--- src/rtl/cpld_ram_pkg.sv ---
// Shared encodings for the 512K CPC RAM expansion bank-configuration logic.
package cpld_ram_pkg;

  typedef enum logic [1:0] {
    IDLE  = 2'd0,
    PEND  = 2'd1,
    APPLY = 2'd2
  } cfg_state_e;

  localparam logic [1:0] CFG_SEL   = 2'b11;
  localparam int         BANK_MSB  = 5;
  localparam int         BANK_LSB  = 3;
  localparam int         MODE_MSB  = 2;
  localparam int         MODE_LSB  = 0;
  localparam int         MAX_BANKS = 8;

endpackage

--- src/rtl/cpld_io_wr_detect.sv ---
// Decodes Z80 writes to the 0x7FXX config port and emits one strobe per I/O cycle.
module cpld_io_wr_detect
  import cpld_ram_pkg::*;
(
  input  logic       clk,
  input  logic       reset,
  input  logic       iorq_b,
  input  logic       wr_b,
  input  logic       adr15,
  input  logic [7:0] data,
  output logic       cap_stb,
  output logic [5:0] cap_data
);

  logic hit;
  logic hit_q;

  assign hit = ~iorq_b & ~wr_b & ~adr15 & (data[7:6] == CFG_SEL);

  always_ff @(posedge clk or posedge reset) begin
    if (reset) begin
      hit_q <= 1'b0;
    end else begin
      hit_q <= hit;
    end
  end

  // Rising edge of hit only: a Z80 write spans several clocks.
  assign cap_stb  = hit & ~hit_q;
  assign cap_data = data[5:0];

endmodule

--- src/rtl/cpld_ram_bank_seq.sv ---
// Holds a captured bank config and applies it to ramblock only after the bus has been
// quiet (mreq_b high) long enough that no memory cycle is in flight.
module cpld_ram_bank_seq
  import cpld_ram_pkg::*;
#(
  parameter int unsigned INSTALLED_BANKS = 8,
  parameter int unsigned SAFE_CYCLES     = 2,
  parameter int unsigned CNT_W           = 8
) (
  input  logic             clk,
  input  logic             reset,
  input  logic             iorq_b,
  input  logic             wr_b,
  input  logic             adr15,
  input  logic             mreq_b,
  input  logic [7:0]       data,
  output logic [5:0]       ramblock,
  output logic             cfg_pending,
  output logic             cfg_update,
  output logic             cfg_err,
  output logic [CNT_W-1:0] switch_count
);

  localparam logic [3:0] INST4 = 4'(INSTALLED_BANKS);
  localparam logic [3:0] SAFE4 = 4'(SAFE_CYCLES);

  logic       cap_stb;
  logic [5:0] cap_data;
  logic       bank_ok;

  cfg_state_e       state_q, state_d;
  logic [5:0]       pend_q, pend_d;
  logic [3:0]       idle_q, idle_d;
  logic [5:0]       ram_q, ram_d;
  logic             pending_q, pending_d;
  logic             upd_q, upd_d;
  logic             err_q, err_d;
  logic [CNT_W-1:0] cnt_q, cnt_d;

  cpld_io_wr_detect u_wr_detect (
    .clk      (clk),
    .reset    (reset),
    .iorq_b   (iorq_b),
    .wr_b     (wr_b),
    .adr15    (adr15),
    .data     (data),
    .cap_stb  (cap_stb),
    .cap_data (cap_data)
  );

  assign bank_ok = {1'b0, cap_data[BANK_MSB:BANK_LSB]} < INST4;

  always_comb begin
    state_d = state_q;
    pend_d  = pend_q;
    idle_d  = idle_q;
    ram_d   = ram_q;
    upd_d   = 1'b0;
    err_d   = 1'b0;
    cnt_d   = cnt_q;

    unique case (state_q)
      IDLE: ;
      PEND: begin
        idle_d = mreq_b ? idle_q + 4'd1 : 4'd0;
        if (idle_d == SAFE4) state_d = APPLY;
      end
      APPLY: begin
        ram_d   = pend_q;
        upd_d   = 1'b1;
        cnt_d   = (cnt_q == {CNT_W{1'b1}}) ? cnt_q : cnt_q + 1'b1;
        idle_d  = 4'd0;
        state_d = IDLE;
      end
      default: state_d = IDLE;
    endcase

    // A capture overrides the schedule; APPLY above still uses the old pend_q.
    if (cap_stb) begin
      if (bank_ok) begin
        pend_d  = cap_data;
        idle_d  = 4'd0;
        state_d = PEND;
      end else begin
        err_d = 1'b1;
      end
    end
  end

  assign pending_d = (state_d == PEND) | (state_d == APPLY);

  always_ff @(posedge clk or posedge reset) begin
    if (reset) begin
      state_q   <= IDLE;
      pend_q    <= '0;
      idle_q    <= '0;
      ram_q     <= '0;
      pending_q <= 1'b0;
      upd_q     <= 1'b0;
      err_q     <= 1'b0;
      cnt_q     <= '0;
    end else begin
      state_q   <= state_d;
      pend_q    <= pend_d;
      idle_q    <= idle_d;
      ram_q     <= ram_d;
      pending_q <= pending_d;
      upd_q     <= upd_d;
      err_q     <= err_d;
      cnt_q     <= cnt_d;
    end
  end

  assign ramblock     = ram_q;
  assign cfg_pending  = pending_q;
  assign cfg_update   = upd_q;
  assign cfg_err      = err_q;
  assign switch_count = cnt_q;

endmodule

--- config.mk ---
export PLATFORM = sky130hd
export DESIGN_NAME = cpld_ram_bank_seq
export DESIGN_NICKNAME = d
export VERILOG_FILES = /design/src/rtl/cpld_ram_pkg.sv /design/src/rtl/cpld_io_wr_detect.sv /design/src/rtl/cpld_ram_bank_seq.sv
export SDC_FILE = /design/constraint.sdc
export NUM_CORES = 1
export LEC_CHECK = 0
export ABC_AREA = 0
export CELL_PAD_IN_SITES_DETAIL_PLACEMENT = 1
export CELL_PAD_IN_SITES_GLOBAL_PLACEMENT = 1
export CORE_AREA = 2 2 67 69
export CTS_CLUSTER_DIAMETER = 30
export CTS_CLUSTER_SIZE = 24
export DETAILED_ROUTE_END_ITERATION = 16
export DIE_AREA = 0 0 69 71
export PLACE_DENSITY_LB_ADDON = 0.1
export SLEW_MARGIN = 0
export SYNTH_ARGS = -nofsm -noshare
export SYNTH_HDL_FRONTEND = slang
export SYNTH_SLANG_ARGS = --single-unit
--- constraint.sdc ---
create_clock -name clk -period 1.5 [get_ports clk]
set_input_delay 0.15 -clock clk [delete_from_list [all_inputs] [get_ports clk]]
set_output_delay 0.15 -clock clk [all_outputs]
set_load 0.03 [all_outputs]
* Word level (Yosys, flattened, before mapping)
Index checks and enable logic that the tools add are counted.
** Word-level totals
- Register bits after elaboration :: 29
- Input port bits :: 14
- Word-level logic and storage cells :: 37
** Operators by class
- Add/subtract/negate cells :: 2
- Equal/unequal tests :: 7
- Muxes and demuxes :: 7
- Bitwise gates (word level) :: 10
- Reductions and logical operators :: 3
** Operators with widths (count)
- 8-bit by 1-bit adder with 8-bit output, second input constant :: 1
- 8-bit == test, second input constant :: 1
- 4-bit two-way mux :: 2
- 4-bit one-hot mux with 2 select lines :: 1
- 2-bit == test, second input constant :: 3
- 1-bit inverter :: 5
- 4-bit by 1-bit adder with 4-bit output, second input constant :: 1
- 1-bit AND :: 4
- 2-bit by 1-bit == test with 1-bit output, second input constant :: 2
- 4-bit by 2-bit == test with 1-bit output, second input constant :: 1
- 2-bit two-way mux :: 2
- 2-bit one-hot mux with 2 select lines :: 1
- 3-bit nonzero test :: 1
- 2-bit logical NOT :: 1
- 2-bit AND reduction :: 1
- 1-bit two-way mux :: 1
- 1-bit OR :: 1

* Logic depth before layout (Yosys ltp)
- Word-level depth :: 8
- Gate-level depth with buffers :: 7
- Mapped depth without buffers :: 4

* Modules after synthesis
A second synthesis with hierarchy kept.
** Unflattened totals
- Cell total of the unflattened synthesis :: 125
- Area, all modules :: 1390.1 µm²
** Modules (own cells, without submodules)
- cpld_ram_bank_seq :: instances 1, cells each 113, area an instance 1287.5 µm²
- cpld_io_wr_detect :: instances 1, cells each 12, area an instance 102.6 µm²

* Least setup slack after synthesis
OpenSTA, ideal clock, no wires.
- Path kind :: flip-flop to flip-flop
- Start :: reg cnt_q[0] (netlist: switch_count[0])
- End :: reg cnt_q[1] (netlist: switch_count[1])
- Setup time :: 0.125 ns
- Data arrival time :: 1.644 ns
- Data required time :: 1.375 ns
- Path slack :: -0.269 ns
- Cell stages (with the launch flop) :: 5
- Buffers on the path :: 0
- Path through :: dfrtp_1 -> ha_1 -> nand4_1 -> o21ai_0 -> mux2_2
** On the way
- Cells in the longest elaborated chain, start to end :: 3
** RTL lines
- from (decl) :: line cpld_ram_bank_seq.sv:38 : logic [CNT_W-1:0] cnt_q, cnt_d;
- from (signal assigned) :: line cpld_ram_bank_seq.sv:110 : cnt_q <= cnt_d;
- parallel branches: the longest is 3 deep, another holds 8-bit by 1-bit adder with 8-bit output
Parallel ways; which one is timed is not known.
A chain may end at the register's enable or synchronous reset.

* Worst setup path after layout
- Start :: reg ram_q[1] (netlist: ramblock[1])
- End :: out ramblock[1]
** RTL lines
- from (decl) :: line cpld_ram_bank_seq.sv:34 : logic [5:0] ram_q, ram_d;
- from (signal assigned) :: line cpld_ram_bank_seq.sv:106 : ram_q <= ram_d;
- to (decl) :: line cpld_ram_bank_seq.sv:17 : output logic [5:0] ramblock,
No word-level cell between the ends.

==> impl_metrics.xml <==
<?xml version="1.0" encoding="UTF-8"?>
<metrics>
  <group name="placed_design">
    <metric name="gp_routability_congestion" unit="">0.8019</metric>
    <metric name="dp_worst_setup_slack" unit="ns">-0.4288</metric>
    <metric name="number_of_port_buffers" unit="">29</metric>
    <metric name="hpwl" unit="mm">2.459</metric>
    <metric name="total_instance_count_after_detailed_placement" unit="">214</metric>
  </group>
  <group name="clocking">
    <metric name="cts_buffers" unit="">5</metric>
    <metric name="clock_buffer_depth" unit="">2</metric>
    <metric name="clock_sink_count" unit="">29</metric>
    <metric name="tritoncts" unit="">yes</metric>
    <metric name="htree_num_levels" unit="">2</metric>
    <metric name="insertion_delay" unit="ns">0.28</metric>
    <metric name="clk_pin_slew" unit="ns">0.06</metric>
    <metric name="clock_tree_root_buffer_cell" unit="">clkbuf_8</metric>
    <metric name="cts.hold.buffers_added" unit="">0</metric>
  </group>
  <group name="synthesis">
    <metric name="synth_simple_gate_area_share" unit="%">21.68</metric>
    <metric name="post_synth_num_cell_types" unit="">35</metric>
    <metric name="postSynthNetCount" unit="">141</metric>
    <metric name="ys.flop_type" unit="">dfrtp_1</metric>
    <metric name="main_combinational_cell_family_by_area_after_synthesis" unit="">simple AND/OR/NAND/NOR gates</metric>
    <metric name="synth_compound_gate_area_share" unit="%">7.594</metric>
    <metric name="synth-warning-count" unit="">0</metric>
    <metric name="post_synth_xor_area_fraction" unit="%">1.921</metric>
    <metric name="multiplexer_share_of_the_synthesized_area" unit="%">9.607</metric>
    <metric name="yosys.area_share.adder" unit="%">1.830</metric>
    <metric name="synthArstFlopShare" unit="%">100.0</metric>
    <metric name="synth_seq_cells" unit="">29</metric>
    <metric name="syn_inst" unit="">125</metric>
    <metric name="syn-mean-instance-area" unit="sq um">10.94</metric>
    <metric name="synthesis.area" unit="sq um">1368</metric>
    <metric name="post_synth_edffs" unit="">0</metric>
    <metric name="synth-seq-area-share" unit="%">53.06</metric>
  </group>
  <group name="global_route">
    <metric name="grt_pass1_vias" unit="">1195</metric>
    <metric name="grt_first_pass_wirelength" unit="mm">5.623</metric>
    <metric name="grtUsageTotal" unit="%">14.62</metric>
    <metric name="pin_count_of_the_biggest_net_entering_global_routing" unit="">30</metric>
    <metric name="grt_overflow" unit="">0</metric>
    <metric name="grt_antenna_before_repair" unit="">0</metric>
  </group>
  <group name="timing">
    <metric name="hold_slack" unit="ns">0.2446</metric>
    <metric name="period_needed" unit="ns">1.450</metric>
    <metric name="timing.final.ws_setup" unit="ns">0.04961</metric>
    <metric name="finalHoldViolations" unit="">0</metric>
    <metric name="report.final.slew_viol_count" unit="">0</metric>
    <metric name="timing.final.setup_violations" unit="">0</metric>
    <metric name="setup_total_negative_slack" unit="ns">0</metric>
    <metric name="clock.fmax" unit="MHz">689.5</metric>
    <metric name="final.setup_skew" unit="ns">0.007283</metric>
    <metric name="setup_repair_after_global_routing_missed_its_margin" unit="">no</metric>
    <metric name="layout_worst_path_cycle_share" unit="%">96.69</metric>
  </group>
  <group name="route">
    <metric name="avgViaCountPerCell" unit="">4.942</metric>
    <metric name="routed-via-count" unit="">1112</metric>
    <metric name="drtIter0Drc" unit="">40</metric>
    <metric name="drt.antenna.violating_nets" unit="">0</metric>
    <metric name="drc" unit="">0</metric>
    <metric name="dr.pass1.iters" unit="">4</metric>
    <metric name="per_cell_routed_wire_length" unit="um">14.57</metric>
    <metric name="wl" unit="mm">3.279</metric>
  </group>
  <group name="floorplanning">
    <metric name="number_of_top_level_pins" unit="">31</metric>
    <metric name="dieArea" unit="sq um">4899</metric>
    <metric name="row_count" unit="">24</metric>
    <metric name="chipWidth" unit="um">69</metric>
    <metric name="start_util" unit="%">32.53</metric>
    <metric name="core_area" unit="sq um">4204</metric>
    <metric name="dieHeight" unit="um">71</metric>
  </group>
  <group name="job">
    <metric name="max_cap_viol_count" unit="">0</metric>
  </group>
  <group name="setup_path">
    <metric name="worstPathArrival" unit="ns">1.30</metric>
    <metric name="cp_num_cells" unit="">1</metric>
    <metric name="cp.buffers_inverters" unit="">1</metric>
    <metric name="r2r.worst_path.cells" unit="">4</metric>
    <metric name="crit_chain" unit="">clkdlybuf4s50_1</metric>
    <metric name="family_with_the_most_delay_on_the_worst_path" unit="">buffers and inverters</metric>
    <metric name="path_class" unit="">flip-flop to primary output</metric>
    <metric name="cp-start-kind" unit="">flip-flop</metric>
    <metric name="worst_ep_required_time" unit="ns">1.35</metric>
    <metric name="critPathSlowestCell" unit="">clkdlybuf4s50_1</metric>
    <metric name="r2r-start" unit="">idle_q[1]$_DFFE_PP0P_</metric>
    <metric name="critical_path.startpoint" unit="">ramblock[1]$_DFFE_PP0P_</metric>
    <metric name="critical_path_peak_fanout" unit="">2</metric>
    <metric name="crit_path_max_incr_delay" unit="ns">0.67</metric>
    <metric name="endpoint_kind" unit="">primary output</metric>
  </group>
  <group name="final_layout">
    <metric name="nets" unit="">188</metric>
    <metric name="antenna_cells_inserted" unit="">0</metric>
    <metric name="utilization" unit="%">46.10</metric>
    <metric name="finish.cell_count_without_fillers" unit="">225</metric>
    <metric name="drive_above_1_share" unit="%">26.01</metric>
    <metric name="multi_input_gate_area_in_the_final_layout" unit="sq um">626.9</metric>
    <metric name="seqCellArea" unit="sq um">729.5</metric>
    <metric name="fillerInstances" unit="">479</metric>
    <metric name="area_delta_synth_final" unit="%">41.72</metric>
  </group>
  <group name="worst_hold_path">
    <metric name="worstHoldPathType" unit="">primary input to asynchronous set/reset pin</metric>
  </group>
  <group name="power_and_ir_drop">
    <metric name="irDropWorstVdd" unit="V">0.0004906</metric>
    <metric name="p_leak" unit="nW">0.9287</metric>
    <metric name="power_per_cell_area" unit="nW/um^2">1447</metric>
  </group>
  <group name="status">
    <metric name="run_status" unit="">completed</metric>
  </group>
</metrics>
-- cells in the final DEF, fill, tap and decap left out, types with 4 or more instances in the layout --
cell / netlist / routed
inv_1: 4 / 4
nor2_1: 4 / 4
clkdlybuf4s50_1: 0 / 16
mux2_4: 5 / 5
o21ai_0: 5 / 4
nand2b_1: 4 / 4
nand3_1: 6 / 6
dlygate4sd2_1: 0 / 11
dfrtp_1: 29 / 26
nand2_1: 21 / 21
mux2_2: 5 / 5
buf_4: 2 / 16
clkbuf_8: 0 / 5
nand4_1: 7 / 7
-- state kept, by name, summed over array words and instances (netlist names) --
| name | flops |
|---|---|
| state_q | 2 |
| ramblock | 6 |
| cfg_pending | 1 |
| u_wr_detect.hit_q | 1 |
| pend_q | 6 |
| idle_q | 4 |
| switch_count | 8 |
| cfg_update | 1 |
-- repair_timing --
action / 4_1_cts / 5_1_grt
endpoints found under the setup margin: 16 / 7
resized for setup: 15 / 4
pin swaps: 2 / 2
buffers inserted: 2 / 1
-- synthesized netlist by cell type (3+ instances only) --
| library cell | number | share of area [%] |
|---|---|---|
| a21oi_1 | 3 | 1.1 |
| dfrtp_1 | 29 | 53 |
| inv_1 | 4 | 1.1 |
| mux2_2 | 5 | 4.1 |
| mux2_4 | 5 | 5.5 |
| nand2_1 | 21 | 5.8 |
| nand2b_1 | 4 | 1.8 |
| nand3_1 | 6 | 2.2 |
| nand4_1 | 7 | 3.2 |
| nor2_1 | 4 | 1.1 |
| o21ai_0 | 5 | 1.8 |
| xnor2_1 | 3 | 1.9 |
-- kinds of logic after synthesis --
logic type / Yosys count
fa+ha+maj: 2
buf+inv: 10
mux: 10
compound gates: 16
simple gates: 54
flops: 29
other cells: 1
xor+xnor: 3
-- power by group --
group	internal [mW]	switching [mW]
sequential	0.983	0.166
combinational	0.508	0.541
clock	0.320	0.285
total	1.81	0.992
-- metal layers --
layer	track usage, %	routed length (um)	up-vias
li1	-	-	536
met2	24.79	1681	18
met5	0	0	-
met4	5.229	47	0
met3	4.416	112	7
met1	17.71	1438	551
-- final timing paths --
check,slack [ns],end
min,0.24,ramblock[1]$_DFFE_PP0P_
min in group clk,0.33,u_wr_detect.hit_q$_DFF_PP0_
max,0.05,ramblock[1]
min reg2reg,0.47,ramblock[5]$_DFFE_PP0P_
max reg2reg,0.06,state_q[1]$_DFF_PP0_
max in group asynchronous,0.96,switch_count[1]$_DFFE_PP0P_
-- area by class of cell --
class                   instances  share of cell area (%)
clock inverters                 2                  0.5165
inverters                       4                  0.7747
well taps                      52                   3.357
multi-input cells              86                   32.34
repair buffers                 46                   21.63
flip-flops and latches         29                   37.64
clock buffers                   6                   3.744
-- metrics by stage --
step,cell area (sq um),power [mW]
final,1938,2.804
after global routing,1938,3.000
after CTS,1909,2.812
after detailed placement,1819,2.206
after global placement,1819,2.151
after floorplan,1386,1.721
(Power assumes the default switching activity.)
